==> src/rtl/led_pkg.sv <==
// Shared constants for the LED pattern controller: mode codes, direction
// codes and the bounce FSM state encoding.
package led_pkg;

    localparam logic [1:0] MODE_WRAP   = 2'b00;
    localparam logic [1:0] MODE_BOUNCE = 2'b01;
    localparam logic [1:0] MODE_HOLD   = 2'b10;

    localparam logic DIR_UP   = 1'b0;  // toward MSB
    localparam logic DIR_DOWN = 1'b1;  // toward LSB

    typedef enum logic {
        S_UP   = 1'b0,
        S_DOWN = 1'b1
    } bounce_state_e;

    // Both HOLD encodings (10 and 11) freeze the pattern.
    function automatic logic mode_moves(input logic [1:0] m);
        return (m == MODE_WRAP) || (m == MODE_BOUNCE);
    endfunction

endpackage

==> src/rtl/tick_edge_sync.sv <==
// Brings the divider's slow clock level into the clk domain and turns each
// rising edge into a single-cycle step pulse.
module tick_edge_sync (
    input  logic clk,
    input  logic rst,
    input  logic tick_in,
    output logic step
);

    logic s1_q;
    logic s2_q;
    logic prev_q;

    // Two-flop synchroniser followed by a delayed copy for edge detection.
    always_ff @(posedge clk) begin
        if (rst) begin
            s1_q   <= 1'b0;
            s2_q   <= 1'b0;
            prev_q <= 1'b0;
        end else begin
            s1_q   <= tick_in;
            s2_q   <= s1_q;
            prev_q <= s2_q;
        end
    end

    assign step = s2_q & ~prev_q;

endmodule

==> src/rtl/led_wrap_controller.sv <==
// One-hot LED chaser driven by divider ticks, with wrap, bounce and hold modes.
module led_wrap_controller
    import led_pkg::*;
#(
    parameter int unsigned N_LEDS = 16,
    parameter int unsigned STEP_W = 8
) (
    input  logic              clk,
    input  logic              rst,
    input  logic              tick_in,
    input  logic [1:0]        mode,
    input  logic              dir,
    input  logic              pause,
    output logic [N_LEDS-1:0] led,
    output logic              wrap_pulse,
    output logic [STEP_W-1:0] step_cnt
);

    logic step;

    tick_edge_sync u_tick_edge_sync (
        .clk     (clk),
        .rst     (rst),
        .tick_in (tick_in),
        .step    (step)
    );

    logic [N_LEDS-1:0] led_q, led_d;
    logic [STEP_W-1:0] cnt_q, cnt_d;
    logic              pulse_q, pulse_d;
    logic [1:0]        mode_q;
    bounce_state_e     state_q, state_d;

    logic              entering;
    bounce_state_e     state_eff;
    logic              applied;
    logic              at_msb;
    logic              at_lsb;
    logic [N_LEDS-1:0] led_rol;
    logic [N_LEDS-1:0] led_ror;

    // Next-state logic: bounce entry, step qualification and pattern update.
    always_comb begin
        led_d    = led_q;
        cnt_d    = cnt_q;
        pulse_d  = 1'b0;

        // A fresh entry into BOUNCE picks its direction from dir; a step on
        // the same cycle already moves in that direction.
        entering  = (mode == MODE_BOUNCE) && (mode_q != MODE_BOUNCE);
        state_eff = entering ? ((dir == DIR_DOWN) ? S_DOWN : S_UP) : state_q;
        state_d   = state_eff;

        applied = step & ~pause & mode_moves(mode);
        at_msb  = led_q[N_LEDS-1];
        at_lsb  = led_q[0];
        led_rol = {led_q[N_LEDS-2:0], led_q[N_LEDS-1]};
        led_ror = {led_q[0], led_q[N_LEDS-1:1]};

        if (applied) begin
            cnt_d = cnt_q + STEP_W'(1);
            if (mode == MODE_WRAP) begin
                if (dir == DIR_UP) begin
                    led_d   = led_rol;
                    pulse_d = at_msb;
                end else begin
                    led_d   = led_ror;
                    pulse_d = at_lsb;
                end
            end else begin
                unique case (state_eff)
                    S_UP: begin
                        if (at_msb) begin
                            led_d   = led_ror;
                            state_d = S_DOWN;
                            pulse_d = 1'b1;
                        end else begin
                            led_d = led_rol;
                        end
                    end
                    S_DOWN: begin
                        if (at_lsb) begin
                            led_d   = led_rol;
                            state_d = S_UP;
                            pulse_d = 1'b1;
                        end else begin
                            led_d = led_ror;
                        end
                    end
                endcase
            end
        end
    end

    // State registers; reset overrides any step on the same edge.
    always_ff @(posedge clk) begin
        if (rst) begin
            led_q   <= {{(N_LEDS-1){1'b0}}, 1'b1};
            cnt_q   <= '0;
            pulse_q <= 1'b0;
            mode_q  <= MODE_WRAP;
            state_q <= S_UP;
        end else begin
            led_q   <= led_d;
            cnt_q   <= cnt_d;
            pulse_q <= pulse_d;
            mode_q  <= mode;
            state_q <= state_d;
        end
    end

    assign led        = led_q;
    assign wrap_pulse = pulse_q;
    assign step_cnt   = cnt_q;

endmodule

==> config.mk <==
export PLATFORM = sky130hd
export DESIGN_NAME = led_wrap_controller
export DESIGN_NICKNAME = d
export VERILOG_FILES = /design/src/rtl/led_pkg.sv /design/src/rtl/tick_edge_sync.sv /design/src/rtl/led_wrap_controller.sv
export SDC_FILE = /design/constraint.sdc
export NUM_CORES = 1
export LEC_CHECK = 0
export ABC_AREA = 1
export ABC_CLOCK_PERIOD_IN_PS = 3400
export BUFFER_PORTS_ARGS = -buffer_cell sky130_fd_sc_hd__buf_2
export CORE_UTILIZATION = 52
export CTS_CLUSTER_DIAMETER = 100
export CTS_CLUSTER_SIZE = 40
export DETAILED_ROUTE_END_ITERATION = 7
export GPL_ROUTABILITY_DRIVEN = 1
export PLACE_DENSITY = 0.73
export SYNTH_ARGS = -nofsm -noshare
export SYNTH_HDL_FRONTEND = slang
export SYNTH_SLANG_ARGS = --single-unit
==> constraint.sdc <==
create_clock -name clk -period 3.4 [get_ports clk]
set_input_delay 0.68 -clock clk [delete_from_list [all_inputs] [get_ports clk]]
set_output_delay 0.68 -clock clk [all_outputs]
set_load 0.02 [all_outputs]
# Yosys cells after proc, flatten, opt, wreduce, memory -nomap -nowiden

Index checks and enable logic that the tools add are counted.

Bits of input ports: 7
Bits in registers: 31

Multiplexer cells: 16
Equality and inequality tests: 2
Reduce and logical (&&, ||, !) cells: 4
Bitwise logic cells: 7
Add/sub/neg operators: 1

Operator list:

| operator            | number |
|---|---|
| $mux 16             | 4 |
| $pmux 16 s2         | 1 |
| $mux 1              | 9 |
| $add 8x1->8 const B | 1 |
| $not 1->1           | 4 |
| $pmux 1 s2          | 2 |
| $and 1x1->1         | 3 |
| $eq 2x1->1 const B  | 1 |
| $logic_not 2->1     | 1 |
| $ne 2x1->1 const B  | 1 |
| $reduce_or 2->1     | 1 |
| $logic_and 1x1->1   | 1 |
| $logic_or 1x1->1    | 1 |

# Logic depth before layout (Yosys ltp)

Gate-level depths: netlist of run 1.

Depth after elaboration: 7
Mapped depth: 10
Gate-level depth less buffers: 10

# Hierarchy

A second synthesis of run 1 with hierarchy kept.

Cells, all modules: 342
Area, all modules: 2119.5 um2

Modules (own cells, without submodules):

| module              | times used | cells an instance | area each (um2) |
|---|---|---|---|
| led_wrap_controller | 1          | 332               | 2033.2 |
| tick_edge_sync      | 1          | 10                | 86.3 |

# Worst setup path before layout of run 1

OpenSTA, ideal clock, no wires.

Path kind: input to register
From: input mode[1]
To: register led_q[11] (netlist: led[11])
Cell stages on the path: 6
Path buffers: 2
Library setup time: 0.122 ns
Path slack: 1.861 ns
Arrival: 1.417 ns
Cells stage by stage: nor2_1 nand3_2 buf_4 buf_6 a21oi_1 a21oi_2

Word-level cells in the longest chain between the ends: 6
Elaborated cells between the ends (all ways): 9

RTL lines:

| item                 | line                                     | source |
|---|---|---|
| start, declared      | led_wrap_controller.sv:11                | `input logic [1:0] mode,` |
| $eq 2x1->1           | led_pkg.sv:19, led_wrap_controller.sv:50 |  |
| $logic_and 1x1->1    | led_wrap_controller.sv:50                | `entering = (mode == MODE_BOUNCE) && (mode_q != MODE_BOUNCE);` |
| $mux 1               | led_wrap_controller.sv:51                | `state_eff = entering ? ((dir == DIR_DOWN) ? S_DOWN : S_UP) : state_q;` |
| $not 1->1            | n/a                                      |  |
| $pmux 16 s2          | led_wrap_controller.sv:71                | `unique case (state_eff)` |
| $mux 16              | led_wrap_controller.sv:62                | `if (mode == MODE_WRAP) begin` |
| end signal, assigned | led_wrap_controller.sv:98                | `led_q <= {{(N_LEDS-1){1'b0}}, 1'b1};` |
| end signal, assigned | led_wrap_controller.sv:104               | `led_q <= led_d;` |
| end, declared        | led_wrap_controller.sv:28                | `logic [N_LEDS-1:0] led_q, led_d;` |

Parallel ways exist; a longest one is shown, timed or not.
A chain may end at the register's enable or synchronous reset.

# Worst setup path after layout of run 1

From: input mode[1]
To: register led_q[14] (netlist: led[14])

The elaborated chain is that of the path after synthesis.

==> results of run 1 <==
## registers in the layout, indices dropped and copies added, names as in the netlist
register and count:
mode_q 2, step_cnt 8, u_tick_edge_sync.s1_q 1, u_tick_edge_sync.prev_q 1
wrap_pulse 1, state_q 1, u_tick_edge_sync.s2_q 1, led 16
## path summary, 6_finish.rpt
check                                           from                               end  slack (ps)  depth (start not counted)
setup / recovery                             mode[1]              led[14]$_SDFFE_PP0P_        1480                          7
hold / removal      u_tick_edge_sync.s1_q$_SDFF_PP0_  u_tick_edge_sync.s2_q$_SDFF_PP0_         410                          2
setup reg to reg  u_tick_edge_sync.prev_q$_SDFF_PP0_              led[14]$_SDFFE_PP0P_        1730                          6
hold reg to reg     u_tick_edge_sync.s1_q$_SDFF_PP0_  u_tick_edge_sync.s2_q$_SDFF_PP0_         410                          2
## power breakdown
group	switching, uW	internal [uW]	total [uW]
Clock	148	237	385
Combinational	84.9	38.8	124
Sequential	9.36	371	380
## metrics by stage
step	util, %	worst slack [ps]
4_1_cts	60.6	1470
3_5_place_dp	57.7	1180
6_report	60.6	1480
5_1_grt	60.6	1300
3_3_place_gp	57.7	1190
2_1_floorplan	-	1860
## layout by cell type (no fill, tap or decap)
cell type,Yosys,routed
clkbuf_8,1,6
nand2_2,4,4
inv_2,4,4
nor3b_2,1,1
buf_2,7,31
nor2_4,1,1
a21oi_1,22,22
nor2_1,24,24
nand2_1,114,114
inv_1,22,22
a311oi_1,1,1
nor3_1,2,2
buf_4,2,3
nand3_1,14,14
nand2_4,1,1
o211ai_1,2,2
xor2_1,1,1
dfxtp_1,31,31
nand3b_1,1,1
ha_1,1,1
nor3_2,1,1
o21ai_1,8,8
a21oi_2,11,11
bufinv_16,0,1
o21bai_1,1,1
nand3_2,32,32
clkinv_2,0,1
o21ai_0,21,21
## layer usage
metal  up-vias  wire length (microns)
met3         6                    386
met2        78                   2410
met4         0                     77
met1      1022                   2490
met5         -                      0
li1       1148                      -
## kinds of logic after synthesis
kind of cell,synth area share [%]
AND/OR/NAND/NOR,44.2
AO/OA/AOI/OAI,17.0
flip-flops,27.5
buffers and inverters,10.3
adder cells (fa/ha/maj),0.555
XOR/XNOR,0.389
## worst register-to-register path, stage by stage, from the launching register on
cell     delay [ps]
dfxtp_1         300
nor2_1          100
nand3_2         390
inv_2           490
nand2_1         100
nor2_1          130
nor2_1           50
## layout make-up
class                   instances  area (sq um)
clock inverters                 2          35.0
repair buffers                 34           178
multi-input cells             263          1400
well taps                      50          62.6
fillers                       417          1610
flip-flops and latches         31           621
clock buffers                   6          82.6
inverters                      26          97.6
==> impl_metrics.json, run 1 <==
{
  "fin_crit_ps": 1920,
  "clockBufferDepth": 2,
  "dieArea_sq_um": 4600,
  "fin_area_sq_um": 2480,
  "cp.arrival_ps": 2090,
  "max_slew_margin_pct": 61.7,
  "tritoncts": "yes",
  "drive_gt1_share_pct": 26.8,
  "cp.buffers_inverters": 2,
  "num-nets-final": 369,
  "io_buffer_count": 31,
  "synth_cells": 341,
  "synth_async_sr_flop_share_pct": 0,
  "fp.dieW_microns": 67.8,
  "numCtsBuffers": 5,
  "final_antenna_net_count": 0,
  "synth-edff-count": 0,
  "use_met2_pct": 40.6,
  "viasPerCell": 5.47,
  "synth_nets": 349,
  "synth_common_cells": "nand2_1 (114), nand3_2 (32), dfxtp_1 (31), nor2_1 (24)",
  "finalWirelength_microns": 5350,
  "final_hold_viol_count": 0,
  "maxCapViolations": 0,
  "pin_count": 32,
  "path_cells": "buf_2 > nor2_1 > nand3_2 > inv_2 > nand2_1 > nor2_1 > nor2_1",
  "required_ps": 3580,
  "firstDrtPassIters": 4,
  "yosys.area.top_type": "dfxtp_1",
  "grt_max_degree": 25,
  "yosysMostFrequentCell": "nand2_1",
  "root_buffer": "clkbuf_8",
  "start_util_pct": 55.1,
  "diodes": 0,
  "cts_resized": 0,
  "syn_area_sq_um": 2250,
  "ir_drop_mv": 0.221,
  "core_area_sq_um": 4090,
  "slowest_stage": "inv_2",
  "grt_pass1_vias": 1912,
  "antenna_found_initial": 0,
  "cp-start-kind": "primary input",
  "rows": 23,
  "fin_crit_sh_pct": 56.3,
  "hold_ws_ps": 413,
  "synth-seq-cells": 31,
  "cp_max_fo": 24,
  "busiest_layer": "met2",
  "dp_hpwl_microns": 3550,
  "num_vias": 2254,
  "synth.area.top_cells": "dfxtp_1 (28%), nand2_1 (19%), nand3_2 (14%)",
  "die_h_microns": 67.8,
  "outcome": "complete, no violations",
  "place_area_sq_um": 2360,
  "gp_congestion": 0.797,
  "endpoint_kind": "register",
  "synth_top_cell_area_share_pct": 27.5,
  "ys_types": 28,
  "powerDensity_nw_per_um2": 359,
  "clock_sinks": 31,
  "cts.clk_slew.worst_paths_ps": 70,
  "grt_overflow": 0,
  "hold_buffers": 0,
  "crit_path_frequent_cell": "nor2_1",
  "gr-usage-met1_pct": 34.3,
  "worst_pin_slew_ps": 574,
  "drc_errors": 0,
  "syn_to_final_growth_pct": 9.88,
  "ys_seq_area_share_pct": 27.5,
  "ctsHtreeMaxLevel": 2,
  "p_leak_uw": 0.00114,
  "synth-main-ff-cell": "dfxtp_1",
  "yosys_warnings": 0,
  "slowest_delay_ps": 490,
  "avgSynthCellArea_sq_um": 6.61,
  "holdCritPathClass": "reg -> reg",
  "finalNonFillerCells": 412,
  "drt_iter0_markers": 218,
  "setup_viol": 0,
  "clk_latency_ps": 290,
  "wire_per_inst_microns": 13.0,
  "drv_slew": 0,
  "grt_pass1_wl_microns": 8710,
  "cts_setup_buffers": 0,
  "skew_ps": 4.76,
  "critPathKind": "in -> reg",
  "post-place-cells": 404,
  "fin_setup_tns_ps": 0,
  "grt_usage_pct": 25.5,
  "critPathTopFamily": "simple AND/OR/NAND/NOR gates",
  "rsz0062_at_grt": "no",
  "grtUsageMet3_pct": 4.17,
  "maxClockFrequency_mhz": 522,
  "power_uw": 889
}
No activity file was read; power rests on OpenSTA's default activity.
==> run 2: changes to the inputs <==
ABC_CLOCK_PERIOD_IN_PS = 1900   (was 3400)
clock period = 1.9 ns   (was 3.4 ns; I/O delays follow)
==> impl_metrics.json, run 2 (synthesis results as in run 1) <==
{
  "cp_max_fo": 19,
  "rows": 23,
  "r2r.worst_path.cells": 10,
  "firstDrtPassIters": 5,
  "final_antenna_net_count": 0,
  "grt_overflow": 0,
  "tritoncts": "yes",
  "skew_ps": 4.88,
  "r2r-end": "led[14]$_SDFFE_PP0P_",
  "fin_setup_tns_ps": 0,
  "grt_usage_pct": 26.7,
  "cts.clk_slew.worst_paths_ps": 70,
  "cp.arrival_ps": 1080,
  "hold-path-endpoint": "u_tick_edge_sync.s1_q$_SDFF_PP0_",
  "grt_pass1_wl_microns": 9300,
  "maxClockFrequency_mhz": 685,
  "start_util_pct": 55.1,
  "max_slew_margin_pct": 58.1,
  "syn_to_final_growth_pct": 11.5,
  "grt_pass1_vias": 1966,
  "rsz0062_at_grt": "no",
  "finalWirelength_microns": 5490,
  "finalNonFillerCells": 417,
  "reg2reg_slack_ps": 560,
  "cts_setup_buffers": 0,
  "ir_drop_mv": 0.472,
  "worst_pin_slew_ps": 627,
  "die_h_microns": 67.8,
  "drc_errors": 0,
  "drive_gt1_share_pct": 27.8,
  "antenna_found_initial": 0,
  "root_buffer": "clkbuf_8",
  "gr-usage-met1_pct": 36.1,
  "r2r-start": "mode_q[1]$_SDFF_PP0_",
  "clk_latency_ps": 290,
  "largest_reg_flops": 16,
  "critPathKind": "reg -> out",
  "grt_max_degree": 25,
  "p_leak_uw": 0.00116,
  "pin_count": 32,
  "clockBufferDepth": 2,
  "worstHoldPathCells": 3,
  "fin_crit_ps": 1460,
  "numCtsBuffers": 5,
  "fin_crit_sh_pct": 76.8,
  "post-place-cells": 409,
  "min-delay-start": "tick_in",
  "gp_congestion": 0.827,
  "outcome": "complete, no violations",
  "dieArea_sq_um": 4600,
  "drt_iter0_markers": 148,
  "holdCritPathClass": "in -> reg",
  "num-nets-final": 374,
  "maxCapViolations": 0,
  "required_ps": 1520,
  "n_fill_cell": 385,
  "mostFrequentLayoutCells": "nand2_1 (114), nand3_2 (32), buf_2 (31), dfxtp_1 (31), nor2_1 (24)",
  "use_met2_pct": 43.2,
  "num_vias": 2254,
  "busiest_layer": "met2",
  "powerDensity_nw_per_um2": 636,
  "ctsHtreeMaxLevel": 2,
  "clock_sinks": 31,
  "hold_buffers": 0,
  "cp-start-kind": "register",
  "io_buffer_count": 31,
  "grtUsageMet3_pct": 5.67,
  "viasPerCell": 5.41,
  "dp_hpwl_microns": 3570,
  "drv_slew": 0,
  "core_area_sq_um": 4090,
  "diodes": 0,
  "fp.dieW_microns": 67.8,
  "setup_viol": 0,
  "endpoint_kind": "primary output",
  "wire_per_inst_microns": 13.2,
  "final_hold_viol_count": 0,
  "cts_resized": 0,
  "final_common_cell": "nand2_1"
}
## run 2: changes by cell type in the layout (fill, tap and decap cells not counted), sizes merged
cell  delta
buf      +5
## run 2: where the power goes
part | total, uW | internal (uW) | switching [uW]
Sequential | 680 | 664 | 16.1
Combinational | 229 | 74.3 | 155
Clock | 690 | 424 | 266
Total | 1600 | 1160 | 437
## run 2: how the worst max path moves through the flow
stage | from | endpoint | cells after the start
after floorplan | step_cnt[0]$_SDFFE_PP0P_ | step_cnt[6]$_SDFFE_PP0P_ | 6
after global placement | dir | led[14]$_SDFFE_PP0P_ | 8
after detailed placement | dir | led[6]$_SDFFE_PP0P_ | 7
after CTS | led[0]$_SDFFE_PP1P_ | led[0] | 2
after global routing | u_tick_edge_sync.prev_q$_SDFF_PP0_ | step_cnt[5]$_SDFFE_PP0P_ | 8
final | led[0]$_SDFFE_PP1P_ | led[0] | 2
## run 2: stage by stage
step / cell area, sq um / hold WS, ps / util (%) / total power [uW] / setup slack (ps)
floorplan: 2250 / 388 / - / 879 / 604
global placement: 2400 / 389 / 58.6 / 919 / 333
detailed placement: 2400 / 398 / 58.6 / 922 / 285
CTS: 2510 / 294 / 61.5 / 1600 / 440
global route: 2510 / 300 / 61.5 / 1660 / 371
finish: 2510 / 293 / 61.5 / 1600 / 440
## run 2: area by class of cell
type | instances | area [sq um] | share of cell area (%)
tap | 50 | 62.6 | 2.49
clock buffer | 6 | 82.6 | 3.29
multi-input combinational | 263 | 1400 | 55.7
inverter | 26 | 97.6 | 3.88
timing repair buffer | 39 | 215 | 8.56
clock inverter | 2 | 35.0 | 1.39
sequential | 31 | 621 | 24.7
## run 2: critical path, cell delays in order (launching register included)
cell and delay, ps:
dfxtp_1 340, buf_4 240, buf_2 210
## run 2: metal layers
metal / share of wire, % / vias to the layer above
li1: - / 1156
met1: 49 / 1024
met2: 45 / 68
met3: 5.8 / 6
met4: 0.93 / 0
met5: 0 / -
==> run 3: changes to the inputs <==
ABC_CLOCK_PERIOD_IN_PS = 1500   (was 1900)
clock period = 1.5 ns   (was 1.9 ns; I/O delays follow)
==> impl_metrics.json, run 3 (synthesis results as in run 1) <==
{
  "outcome": "complete, no violations",
  "fin_crit_sh_pct": 92.2,
  "drt_iter0_markers": 181,
  "skew_ps": 4.92,
  "hold_buffers": 0,
  "required_ps": 1200,
  "viasPerCell": 5.57,
  "drc_errors": 0,
  "p_leak_uw": 0.00120,
  "drive_gt1_share_pct": 29.5,
  "r2r-start": "mode_q[1]$_SDFF_PP0_",
  "cp-start-kind": "register",
  "holdCritPathClass": "in -> reg",
  "grt_overflow": 0,
  "clock_sinks": 31,
  "core_area_sq_um": 4090,
  "clockBufferDepth": 2,
  "antenna_found_initial": 0,
  "cp_max_fo": 21,
  "preCtsSetupSlack_ps": 48.1,
  "cp.arrival_ps": 1080,
  "final_hold_viol_count": 0,
  "dp_hpwl_microns": 4020,
  "maxClockFrequency_mhz": 723,
  "max_slew_margin_pct": 66.4,
  "rows": 23,
  "fin_setup_tns_ps": 0,
  "root_buffer": "clkbuf_8",
  "critPathKind": "reg -> out",
  "pin_count": 32,
  "min-delay-start": "tick_in",
  "die_h_microns": 67.8,
  "cts_setup_buffers": 0,
  "io_buffer_count": 31,
  "cts.clk_slew.worst_paths_ps": 70,
  "ctsHtreeMaxLevel": 2,
  "clk_latency_ps": 280,
  "ir_drop_mv": 0.479,
  "firstDrtPassIters": 5,
  "drv_slew": 0,
  "powerDensity_nw_per_um2": 719,
  "final_antenna_net_count": 0,
  "grt_usage_pct": 28.1,
  "wire_per_inst_microns": 13.8,
  "endpoint_kind": "primary output",
  "num_vias": 2373,
  "layout_setup_ws_ps": 117,
  "syn_to_final_growth_pct": 14.3,
  "numCtsBuffers": 5,
  "maxCapViolations": 0,
  "grt_max_degree": 22,
  "mostFrequentLayoutCells": "nand2_1 (114), nand3_2 (32), buf_2 (31), dfxtp_1 (31), nor2_1 (24)",
  "largest_reg_flops": 16,
  "worst_pin_slew_ps": 503,
  "final_common_cell": "nand2_1",
  "finalWirelength_microns": 5890,
  "tritoncts": "yes",
  "cts_resized": 0,
  "dieArea_sq_um": 4600,
  "grt_pass1_wl_microns": 9700,
  "fp.dieW_microns": 67.8,
  "start_util_pct": 55.1,
  "num-nets-final": 384,
  "fin_crit_ps": 1380,
  "gp_congestion": 0.839,
  "setup_viol": 0,
  "cp-startpoint": "led[15]$_SDFFE_PP0P_",
  "diodes": 0,
  "rsz0062_at_grt": "no",
  "grt_pass1_vias": 2060
}
[run 3: final cells by class]
| type | instances | area, sq um |
|---|---|---|
| repair buffers | 49 | 303 |
| inverters | 26 | 97.6 |
| clock inverters | 1 | 5.00 |
| flip-flops and latches | 31 | 621 |
| fillers | 387 | 1510 |
| clock buffers | 6 | 82.6 |
| well taps | 50 | 62.6 |
| multi-input cells | 263 | 1410 |
[run 3: worst max-delay path: stages, from the launching register on]
cell	delay (ps)
dfxtp_1	330
buf_4	260
buf_2	210
[run 3: metal layers]
layer / track usage, % / up-vias / part of all wire, %
met5: 0 / - / 0
met4: 11.5 / 0 / 1.5
met3: 4.33 / 9 / 6.7
met2: 44.7 / 96 / 47
met1: 37.9 / 1094 / 45
li1: - / 1174 / -
[run 3: final timing paths]
check | to | slack, ps | depth (start not counted)
worst min register to register | u_tick_edge_sync.s2_q$_SDFF_PP0_ | 410 | 2
worst max register to register | led[6]$_SDFFE_PP0P_ | 150 | 9
worst min-delay path | u_tick_edge_sync.s1_q$_SDFF_PP0_ | 220 | 3
worst max-delay path | led[15] | 120 | 2
[run 3: where the power goes]
group          switching [uW]  internal [uW]
clock                     316            360
sequential               20.8            841
combinational             207            107
total                     544           1310
[run 3: metrics by stage]
step	hold slack, ps	std cells	util, %	area [sq um]	power, uW
after CTS	218	426	62.9	2570	1850
after floorplan	388	341	-	2250	1110
after global placement	390	419	60.8	2480	1180
final	222	426	63.0	2580	1850
after global routing	230	426	63.0	2580	1920
after detailed placement	398	419	60.8	2480	1190
